**src/rtl/shared_bus_arbiter.sv**
```systemverilog
`default_nettype none
// ============================================================================
//  Module      : shared_bus_arbiter
//  Description : Round-robin single-owner arbiter that muxes one of N
//                requesters onto a valid/ready bus, with stall timeout.
//  Revision    : 1.0 - initial release
// ============================================================================
module shared_bus_arbiter #(
    parameter int N         = 4,
    parameter int DW        = 8,
    parameter int MAX_STALL = 16
) (
    input  logic            clk,
    input  logic            rst_n,
    input  logic [N-1:0]    req,
    input  logic [N*DW-1:0] req_data,
    input  logic [N-1:0]    req_last,
    output logic [N-1:0]    gnt,
    output logic [DW-1:0]   bus_data,
    output logic            bus_valid,
    output logic            bus_last,
    input  logic            bus_ready,
    output logic            timeout
);
    localparam int c_IW = (N > 1) ? $clog2(N) : 1;
    localparam int c_SW = c_IW + 1;
    localparam int c_CW = $clog2(MAX_STALL);
    localparam logic [c_CW-1:0] c_STALL_LIM = c_CW'(MAX_STALL - 1);
    localparam logic [c_SW-1:0] c_N         = c_SW'(N);
    localparam logic [c_IW-1:0] c_LAST_IDX  = c_IW'(N - 1);

    typedef enum logic [1:0] {
        S_IDLE    = 2'd0,
        S_GRANT   = 2'd1,
        S_RELEASE = 2'd2
    } state_t;

    state_t          r_state, w_next_state;
    logic [c_IW-1:0] r_owner, w_next_owner;
    logic [c_IW-1:0] r_ptr, w_next_ptr;
    logic [c_CW-1:0] r_stall, w_next_stall;
    logic [N-1:0]    r_gnt, w_next_gnt;
    logic            r_timeout, w_next_timeout;

    logic [DW-1:0]   w_data_arr [N];
    logic [c_IW-1:0] w_pick;
    logic [c_SW-1:0] w_sum;
    logic [c_IW-1:0] w_sel;
    logic [c_IW-1:0] w_owner_inc;
    logic            w_granted;
    logic            w_xfer;

    genvar gi;
    generate
        for (gi = 0; gi < N; gi++) begin : g_unpack
            assign w_data_arr[gi] = req_data[gi*DW +: DW];
        end
    endgenerate

    // Output mux is driven only from the registered owner, so a non-owner never reaches the bus.
    assign w_granted = (r_state == S_GRANT);
    assign bus_valid = w_granted & req[r_owner];
    assign bus_data  = w_granted ? w_data_arr[r_owner] : '0;
    assign bus_last  = bus_valid & req_last[r_owner];
    assign w_xfer    = bus_valid & bus_ready;
    assign gnt       = r_gnt;
    assign timeout   = r_timeout;

    assign w_owner_inc = (r_owner == c_LAST_IDX) ? '0 : r_owner + 1'b1;

    // Descending scan so the candidate closest to r_ptr is written last and wins.
    always_comb begin
        w_pick = '0;
        w_sum  = '0;
        w_sel  = '0;
        for (int k = N - 1; k >= 0; k--) begin
            w_sum = {1'b0, r_ptr} + c_SW'(k);
            if (w_sum >= c_N) begin
                w_sum = w_sum - c_N;
            end
            w_sel = w_sum[c_IW-1:0];
            if (req[w_sel]) begin
                w_pick = w_sel;
            end
        end
    end

    always_comb begin
        w_next_state   = r_state;
        w_next_owner   = r_owner;
        w_next_ptr     = r_ptr;
        w_next_stall   = r_stall;
        w_next_gnt     = r_gnt;
        w_next_timeout = 1'b0;
        case (r_state)
            S_IDLE: begin
                if (|req) begin
                    w_next_state       = S_GRANT;
                    w_next_owner       = w_pick;
                    w_next_gnt         = '0;
                    w_next_gnt[w_pick] = 1'b1;
                    w_next_stall       = '0;
                end
            end
            S_GRANT: begin
                if (!req[r_owner] || (w_xfer && req_last[r_owner])) begin
                    w_next_state = S_RELEASE;
                    w_next_gnt   = '0;
                    w_next_stall = '0;
                end else if (w_xfer) begin
                    w_next_stall = '0;
                end else if (r_stall == c_STALL_LIM) begin
                    w_next_state   = S_RELEASE;
                    w_next_gnt     = '0;
                    w_next_stall   = '0;
                    w_next_timeout = 1'b1;
                end else begin
                    w_next_stall = r_stall + 1'b1;
                end
            end
            S_RELEASE: begin
                w_next_state = S_IDLE;
                w_next_ptr   = w_owner_inc;
            end
            default: begin
                w_next_state = S_IDLE;
                w_next_gnt   = '0;
            end
        endcase
    end

    always_ff @(posedge clk or negedge rst_n) begin
        if (!rst_n) begin
            r_state   <= S_IDLE;
            r_owner   <= '0;
            r_ptr     <= '0;
            r_stall   <= '0;
            r_gnt     <= '0;
            r_timeout <= 1'b0;
        end else begin
            r_state   <= w_next_state;
            r_owner   <= w_next_owner;
            r_ptr     <= w_next_ptr;
            r_stall   <= w_next_stall;
            r_gnt     <= w_next_gnt;
            r_timeout <= w_next_timeout;
        end
    end

endmodule
`default_nettype wire

```
**config.mk**
```make
export PLATFORM = sky130hd
export DESIGN_NAME = shared_bus_arbiter
export DESIGN_NICKNAME = d
export VERILOG_FILES = /design/src/rtl/shared_bus_arbiter.sv
export SDC_FILE = /design/constraint.sdc
export NUM_CORES = 1
export LEC_CHECK = 0
export BUFFER_PORTS_ARGS = -buffer_cell sky130_fd_sc_hd__buf_2
export CORE_UTILIZATION = 45
export CTS_CLUSTER_DIAMETER = 200
export DETAILED_ROUTE_END_ITERATION = 8
export PLACE_DENSITY = 0.76
export SKIP_LAST_GASP = 1
export SLEW_MARGIN = 10
export SYNTH_ARGS = -nofsm -noshare
export SYNTH_HDL_FRONTEND = slang
export SYNTH_SLANG_ARGS = --single-unit
export TNS_END_PERCENT = 50
```
**constraint.sdc**
```tcl
create_clock -name clk -period 2.9 [get_ports clk]
set_input_delay 0.145 -clock clk [delete_from_list [all_inputs] [get_ports clk]]
set_output_delay 0.145 -clock clk [all_outputs]
set_load 0.02 [all_outputs]
```
==> flow_summary.yaml, run 1 <==
route:
  via_per_inst: 5.70
  antenna_left: 0
  drt_pass1_iterations: 4
  drt-wirelength-per-cell_um: 14.3
  drt_iter0_markers: 15
  vias: 1072
  drcViolationCount: 0
  routed_wl_mm: 2.69
synth:
  synth-seq-cells: 15
  synth_top_family_by_area: "multiplexers"
  synthXorXnorAreaFrac_pct: 0
  synthCells: 102
  syn-cell-area_um2: 1120
  synth_fa_ha_area_share_pct: 2.24
  synthesis.nets: 147
  synth_cell_type_count: 34
  ys_seq_area_share_pct: 33.6
  synthSimpleGateAreaFrac_pct: 19.1
  muxShareOfSynthArea_pct: 23.9
  synth_compound_area_share_pct: 16.3
  synth.yosys.warnings: 0
  synth.avg_cell_area_um2: 11.0
clock_tree:
  h-tree-depth: 1
  cts_tree: "built"
  clk_path_buf_depth: 2
  postCtsSetupBuffers: 0
  clk_pin_slew_worst_paths_ps: 100
  numCtsBuffers: 3
  cts-resized-gates: 0
  clock_sinks: 15
  cts-root-buf: "clkbuf_4"
  insertion_delay_ps: 300
worst_setup_path:
  crit_family: "flip-flops"
  critical_path.slowest_cell: "dfrtp_1"
  critPathCaptureType: "output port"
  arrival_ps: 2020
  slowest_delay_ps: 660
  crit_type: "register to output port"
  start_kind: "register"
  crit_chain: "mux4_2 -> nor2b_4 -> nor2b_1 -> buf_2"
  r2r-start: "r_owner[1]$_DFFE_PN0P_"
  crit_fanout: 13
  path_buf_inv: 1
  startpoint: "r_owner[1]$_DFFE_PN0P_"
  cp.required_ps: 2760
hold_path:
  min_from: "bus_ready"
  holdCritPathClass: "primary input to register"
timing:
  fmax_ghz: 0.461
  period_needed_ps: 2170
  finalSetupViolCount: 0
  worst-slew-pin-transition_ps: 667
  rsz0062_at_grt: "no"
  finalHoldViolations: 0
  tns_ps: 0
  fin_skew_ps: 5.70
  max_slew_margin_pct: 55.1
  maxSlewViolCount: 0
  fin_crit_sh_pct: 74.8
pwr:
  leakagePower_nw: 0.704
  power_per_cell_area_nw_per_um2: 868
  vdd_drop_max_v: 0.000598
finish:
  seq_area_um2: 375
  area_growth_pct: 29.5
  multi_input_area_um2: 689
  drive_gt1_share_pct: 48.1
  n_fill_cell: 200
  diodes: 0
  fin_nets: 206
  final_core_util_pct: 63.7
grt:
  grt_max_degree: 16
  gr-total-overflow: 0
  grt_pass1_vias: 1024
  gr-usage-all-layers_pct: 23.1
  antenna_found_initial: 0
  grt_pass1_wl_mm: 4.46
die:
  fp.dieArea_um2: 2690
  core_um2: 2280
  row_count: 17
  die_x_um: 51.9
  die_h_um: 51.9
  pin_count: 58
  initial_utilization_pct: 49.1
status:
  outcome: "finished, final reports clean"
place:
  gp_congestion: 0.842
  post-dp-hpwl_mm: 2.16
  io_buffers: 57
run:
  maxCapViolCount: 0
layout by cell type (no fill, tap or decap), types with 3 or more instances in the layout:
cell	n
nor2b_1	11
a21oi_1	4
nand2_1	4
inv_1	7
mux2_2	4
mux4_2	9
buf_2	57
o2bb2ai_1	4
nand2b_1	4
o21ai_0	3
nor3_1	3
nor2_1	3
clkbuf_4	3
dfrtp_1	15
flip-flops by register name, summed over array words and instances, names as in the netlist:
name     count
timeout      1
r_state      2
gnt          4
r_owner      2
r_stall      4
r_ptr        2
cells in the mapped netlist:
master | instances | area share [%]
a32oi_4 | 1 | 2.5
ha_1 | 2 | 2.2
mux2_2 | 4 | 4.0
o2bb2ai_1 | 4 | 3.1
buf_6 | 1 | 1.0
mux2i_1 | 2 | 1.8
nor2b_1 | 11 | 6.2
o21ai_0 | 3 | 1.3
clkbuf_1 | 1 | 0.34
or3_1 | 2 | 1.1
buf_2 | 1 | 0.45
nand2_1 | 4 | 1.3
nand4b_1 | 1 | 0.78
mux4_2 | 9 | 18
buf_4 | 1 | 0.67
a311oi_1 | 1 | 0.78
inv_1 | 7 | 2.3
and2_1 | 1 | 0.56
nor4_1 | 1 | 0.56
dfrtp_1 | 15 | 34
nand2b_1 | 4 | 2.2
nor2b_4 | 1 | 1.2
a21oi_1 | 4 | 1.8
nor3_1 | 3 | 1.3
o22ai_1 | 2 | 1.1
a32o_1 | 2 | 1.8
o31ai_1 | 1 | 0.67
nor2_1 | 3 | 1.0
a31oi_1 | 2 | 1.1
nand3_1 | 2 | 0.89
a2bb2oi_1 | 1 | 0.78
nand3b_1 | 2 | 1.3
a21o_1 | 2 | 1.3
or2_2 | 1 | 0.56
worst min-delay path, cell delays in order:
cell	delay [ps]
buf_2	120
inv_1	100
a32o_1	160
stage by stage:
stage | instances | setup slack, ps | power (mW) | cell area, um^2 | hold slack [ps]
6_report | 188 | 732 | 1.26 | 1450 | 263
5_1_grt | 188 | 620 | 1.36 | 1450 | 295
3_3_place_gp | 183 | 1050 | 1.12 | 1410 | 62.6
3_5_place_dp | 183 | 999 | 1.14 | 1410 | 74.9
4_1_cts | 188 | 712 | 1.27 | 1450 | 262
2_1_floorplan | 102 | 1300 | 0.967 | 1120 | -151
metal layers:
metal,track usage [%],part of all wire [%],vias up,wire length (um)
met4,11.3,1.6,0,42
met1,27.6,41,517,1110
li1,-,-,503,-
met2,39.5,50,47,1330
met5,0,0,-,0
met3,4.39,7.5,5,201
kinds of logic after synthesis:
logic type,Yosys count
AO/OA/AOI/OAI,23
adder cells (fa/ha/maj),2
buffers and inverters,11
flip-flops,15
multiplexers,15
AND/OR/NAND/NOR,36
final cells by class:
| cell class | count | area share (%) |
|---|---|---|
| Inverter | 7 | 1.81 |
| Timing Repair Buffer | 58 | 20.4 |
| Clock buffer | 3 | 1.55 |
| Tap cell | 28 | 2.42 |
| Multi-Input combinational cell | 76 | 47.6 |
| Sequential cell | 15 | 25.9 |
| Clock inverter | 1 | 0.345 |
power breakdown:
part / leakage (nW) / internal [mW] / total (mW) / switching, mW
clock network: 0.0177 / 0.0514 / 0.126 / 0.0746
registers: 0.197 / 0.279 / 0.401 / 0.122
logic: 0.490 / 0.368 / 0.731 / 0.363
path summary, 6_finish.rpt:
path	endpoint	slack, ps	cells after the start
max	bus_last	730	4
min	r_stall[0]$_DFFE_PN0P_	260	3
max reg2reg	gnt[0]$_DFFE_PN0P_	1010	4
min reg2reg	gnt[2]$_DFFE_PN0P_	520	2
max in group asynchronous	r_owner[1]$_DFFE_PN0P_	2370	2
min in group asynchronous	gnt[2]$_DFFE_PN0P_	270	2
timing repair:
action,in CTS,in global routing
hold buffers,1,0
endpoints found under the setup margin,0,0
endpoints found under the hold margin,15,0
(Power assumes the default switching activity.)
==> inputs of run 2 (changes only) <==
Clock period 2.9 ns to 2.1 ns, I/O delays scaled along.
==> flow_summary.yaml, run 2 (synthesis gave the netlist of run 1 again) <==
status:
  outcome: "finished, final reports clean"
finish:
  fin_nets: 209
  final_cell_mix: "buf_2 (57), dfrtp_1 (14), nor2b_1 (11), mux4_2 (9), inv_1 (7)"
  n_fill_cell: 191
  drive_gt1_share_pct: 49.7
  fin_cells: 191
  diodes: 0
  area_growth_pct: 31.7
  final_area_um2: 1470
  final_common_cell: "buf_2"
route:
  drt_iter0_markers: 29
  wl_met1_mm: 1.08
  vias: 1067
  top_layer_used: "met4"
  met3_length_um: 223
  via_per_inst: 5.59
  drt-wirelength-per-cell_um: 13.7
  routed_wl_mm: 2.61
  wl_met2_mm: 1.30
  antenna_left: 0
  drcViolationCount: 0
  drt_pass1_iterations: 4
die:
  die_x_um: 51.9
  row_count: 17
  pin_count: 58
  fp.dieArea_um2: 2690
  die_h_um: 51.9
  initial_utilization_pct: 49.1
  core_um2: 2280
timing:
  finalSetupViolCount: 0
  fin_hold_ws_ps: 229
  max_slew_margin_pct: 59.6
  period_needed_ps: 1910
  worst_slack_ps: 190
  worst-slew-pin-transition_ps: 600
  fin_skew_ps: 3.77
  fmax_ghz: 0.524
  rsz0062_at_grt: "no"
  finalHoldViolations: 0
  tns_ps: 0
  maxSlewViolCount: 0
  fin_crit_sh_pct: 90.9
grt:
  grt_max_degree: 16
  antenna_found_initial: 0
  gr-usage-all-layers_pct: 21.2
  grt_pass1_vias: 970
  gr-total-overflow: 0
  grt_pass1_wl_mm: 4.13
worst_setup_path:
  crit_type: "register to output port"
  critPathCaptureType: "output port"
  reg2reg_slack_ps: 430
  cp.required_ps: 2000
  crit_fanout: 7
  arrival_ps: 1800
  start_kind: "register"
clock_tree:
  clock_sinks: 15
  numCtsBuffers: 3
  cts_tree: "built"
  cts-root-buf: "clkbuf_4"
  postCtsSetupBuffers: 0
  insertion_delay_ps: 290
  clk_path_buf_depth: 2
  h-tree-depth: 1
  clk_pin_slew_worst_paths_ps: 100
hold_path:
  holdCritPathClass: "primary input to async pin"
place:
  io_buffers: 57
  post-dp-hpwl_mm: 2.15
  gp_congestion: 0.809
  dp_cells: 186
  place_ws_ps: 382
  dpl_cell_area_um2: 1430
pwr:
  power_per_cell_area_nw_per_um2: 1200
  vdd_drop_max_v: 0.000701
  leakagePower_nw: 0.718
run:
  maxCapViolCount: 0
## run 2: cell types whose count changed in the layout (fill, tap and decap cells not counted), sizes merged
cell	before	now
buf	57	60
## run 2: metal layers
| layer | track usage [%] | vias up |
|---|---|---|
| li1 | - | 514 |
| met1 | 25.5 | 497 |
| met2 | 36.5 | 54 |
| met3 | 4.39 | 2 |
| met4 | 8.11 | 0 |
| met5 | 0 | - |
## run 2: through the flow
step                total power [mW]  util [%]
global route                    1.89      64.7
global placement                1.58      63.0
CTS                             1.79      64.7
finish                          1.77      64.7
detailed placement              1.61      63.0
floorplan                       1.34         -
## run 2: worst paths after layout
path,to,depth (start not counted),startpoint
worst max-delay path,bus_last,4,r_owner[1]$_DFFE_PN0P_
worst min-delay path,gnt[2]$_DFFE_PN0P_,2,rst_n
worst max register to register,gnt[1]$_DFFE_PN0P_,4,r_owner[1]$_DFFE_PN0P_
worst min register to register,gnt[0]$_DFFE_PN0P_,2,gnt[0]$_DFFE_PN0P_
max in group asynchronous,r_owner[0]$_DFFE_PN0P_,2,rst_n
min in group clk,r_stall[0]$_DFFE_PN0P_,3,bus_ready
## run 2: critical path, cell delays in order (launching register included)
cell and delay, ps:
dfrtp_1 480, mux4_2 560, nor2b_4 170, nor2b_1 160
buf_2 150
## run 2: final cells by class
class / instances / area [um^2] / share of cell area, %
Clock inverter: 1 / 5.00 / 0.340
Timing Repair Buffer: 61 / 318 / 21.6
Inverter: 7 / 26.3 / 1.78
Clock buffer: 3 / 22.5 / 1.53
Multi-Input combinational cell: 76 / 689 / 46.8
Sequential cell: 15 / 377 / 25.6
Tap cell: 28 / 35.0 / 2.38
## run 2: where the power goes
group	total (mW)	switching, mW	internal, mW	leakage, nW
combinational	1.09	0.549	0.543	0.505
clock	0.170	0.0993	0.0708	0.0177
sequential	0.506	0.117	0.388	0.196
total	1.77	0.766	1.00	0.718
## run 2: what timing repair did
action | 4_1_cts | 5_1_grt
hold endpoints to repair | 15 | 0
setup endpoints to repair | 0 | 1
hold buffers | 1 | 0
resized for setup | 0 | 1
==> inputs of run 3 (changes only) <==
Settings changed: PLACE_DENSITY 0.76 to 0.91.
==> flow_summary.yaml, run 3 (synthesis gave the netlist of run 1 again) <==
status:
  outcome: "finished, final reports clean"
pwr:
  p_sw_mw: 0.796
  power_per_cell_area_nw_per_um2: 1220
  power.internal_mw: 1.00
  power_frac_comb_pct: 62.9
  swShare_pct: 44.3
  clock_power_share_pct: 9.7
  seqPwrFrac_pct: 27.4
  leakagePower_nw: 0.719
  vdd_drop_max_v: 0.000756
finish:
  final_core_util_pct: 64.7
  area_growth_pct: 31.5
  fin_nets: 209
  final_common_cell: "buf_2"
  drive_gt1_share_pct: 49.1
  final_cell_mix: "buf_2 (57), dfrtp_1 (15), nor2b_1 (11), mux4_2 (9), inv_1 (7)"
  diodes: 0
worst_setup_path:
  critPathCaptureType: "output port"
  start_kind: "register"
  cp.required_ps: 2000
  crit_fanout: 11
  critical_path.slowest_cell: "dfrtp_1"
  slowest_delay_ps: 470
  crit_chain: "nand2b_1 -> nor2b_4 -> nor2b_1 -> buf_2"
  crit_type: "register to output port"
  arrival_ps: 1810
place:
  post-dp-hpwl_mm: 2.28
  gp_congestion: 0.756
  io_buffers: 57
route:
  via_per_inst: 5.69
  wl_met2_mm: 1.46
  met3_length_um: 294
  top_layer_used: "met4"
  drt_iter0_markers: 33
  drt_pass1_iterations: 5
  vias: 1086
  drt-wirelength-per-cell_um: 14.7
  routed_wl_mm: 2.80
  antenna_left: 0
  drcViolationCount: 0
  wl_met1_um: 987
clock_tree:
  clock_sinks: 15
  numCtsBuffers: 3
  insertion_delay_ps: 300
  postCtsHoldBufs: 1
  clk_path_buf_depth: 2
  cts-resized-gates: 0
  postCtsSetupBuffers: 0
  clk_pin_slew_worst_paths_ps: 90
  cts-root-buf: "clkbuf_4"
  h-tree-depth: 1
  cts_tree: "built"
die:
  row_count: 17
  initial_utilization_pct: 49.1
  die_h_um: 51.9
  fp.dieArea_um2: 2690
  core_um2: 2280
  die_x_um: 51.9
  pin_count: 58
timing:
  fin_crit_sh_pct: 91.4
  fmax_ghz: 0.521
  fin_skew_ps: 2.28
  period_needed_ps: 1920
  finalHoldViolations: 0
  max_slew_margin_pct: 53.0
  worst-slew-pin-transition_ps: 698
  maxSlewViolCount: 0
  finalSetupViolCount: 0
  rsz0062_at_grt: "no"
  tns_ps: 0
grt:
  antenna_found_initial: 0
  grt_max_degree: 16
  gr-usage-all-layers_pct: 22.9
  grt_pass1_wl_mm: 4.47
  gr-total-overflow: 0
  grt_pass1_vias: 1076
run:
  maxCapViolCount: 0
hold_path:
  holdCritPathClass: "primary input to register"
==> run 3: worst paths after layout <==
| kind | start | endpoint | slack (ps) | depth (start not counted) |
|---|---|---|---|---|
| worst max-delay path | r_state[1]$_DFFE_PN0P_ | bus_last | 180 | 4 |
| worst min-delay path | bus_ready | r_stall[1]$_DFFE_PN0P_ | 210 | 3 |
| worst max register to register | r_state[1]$_DFFE_PN0P_ | r_stall[2]$_DFFE_PN0P_ | 410 | 4 |
| worst min register to register | gnt[2]$_DFFE_PN0P_ | gnt[2]$_DFFE_PN0P_ | 520 | 2 |
| max in group asynchronous | rst_n | gnt[3]$_DFFE_PN0P_ | 1620 | 2 |
| min in group asynchronous | rst_n | r_ptr[1]$_DFFE_PN0N_ | 230 | 2 |
==> run 3: final cells by class <==
class                           instances  area [um^2]
Fill cell                             172          805
Multi-Input combinational cell         76          689
Sequential cell                        15          375
Timing Repair Buffer                   61          318
Tap cell                               28         35.0
Inverter                                7         26.3
Clock buffer                            3         22.5
Clock inverter                          1         5.00
==> run 3: routing by layer <==
layer  GRT usage (%)  vias to the layer above
met3            4.68                        7
met4            12.2                        0
met2            42.3                       69
met1            23.9                      500
li1                -                      510
met5               0                        -
==> run 3: power groups by stage <==
stage	clock, mW	combinational, mW	sequential [mW]
final	0.174	1.13	0.492
after global routing	0.190	1.23	0.503
after global placement	0	1.10	0.481
after detailed placement	0	1.13	0.490
after CTS	0.173	1.14	0.489
after floorplan	0	0.821	0.514
==> run 3: stage by stage <==
stage | hold slack (ps) | area, um^2 | cells | power [mW] | setup slack (ps)
CTS | 208 | 1470 | 191 | 1.80 | 191
global placement | 18.6 | 1430 | 186 | 1.58 | 547
finish | 208 | 1470 | 191 | 1.80 | 181
global route | 211 | 1470 | 191 | 1.92 | 102
detailed placement | 27.0 | 1430 | 186 | 1.62 | 460
floorplan | -191 | 1120 | 102 | 1.34 | 503
==> run 3: critical path: cells and delay by family (launching register included) <==
| kind | cells | cell delay [ps] |
|---|---|---|
| buffers and inverters | 1 | 180 |
| DFF | 1 | 470 |
| and+or+nand+nor | 3 | 870 |
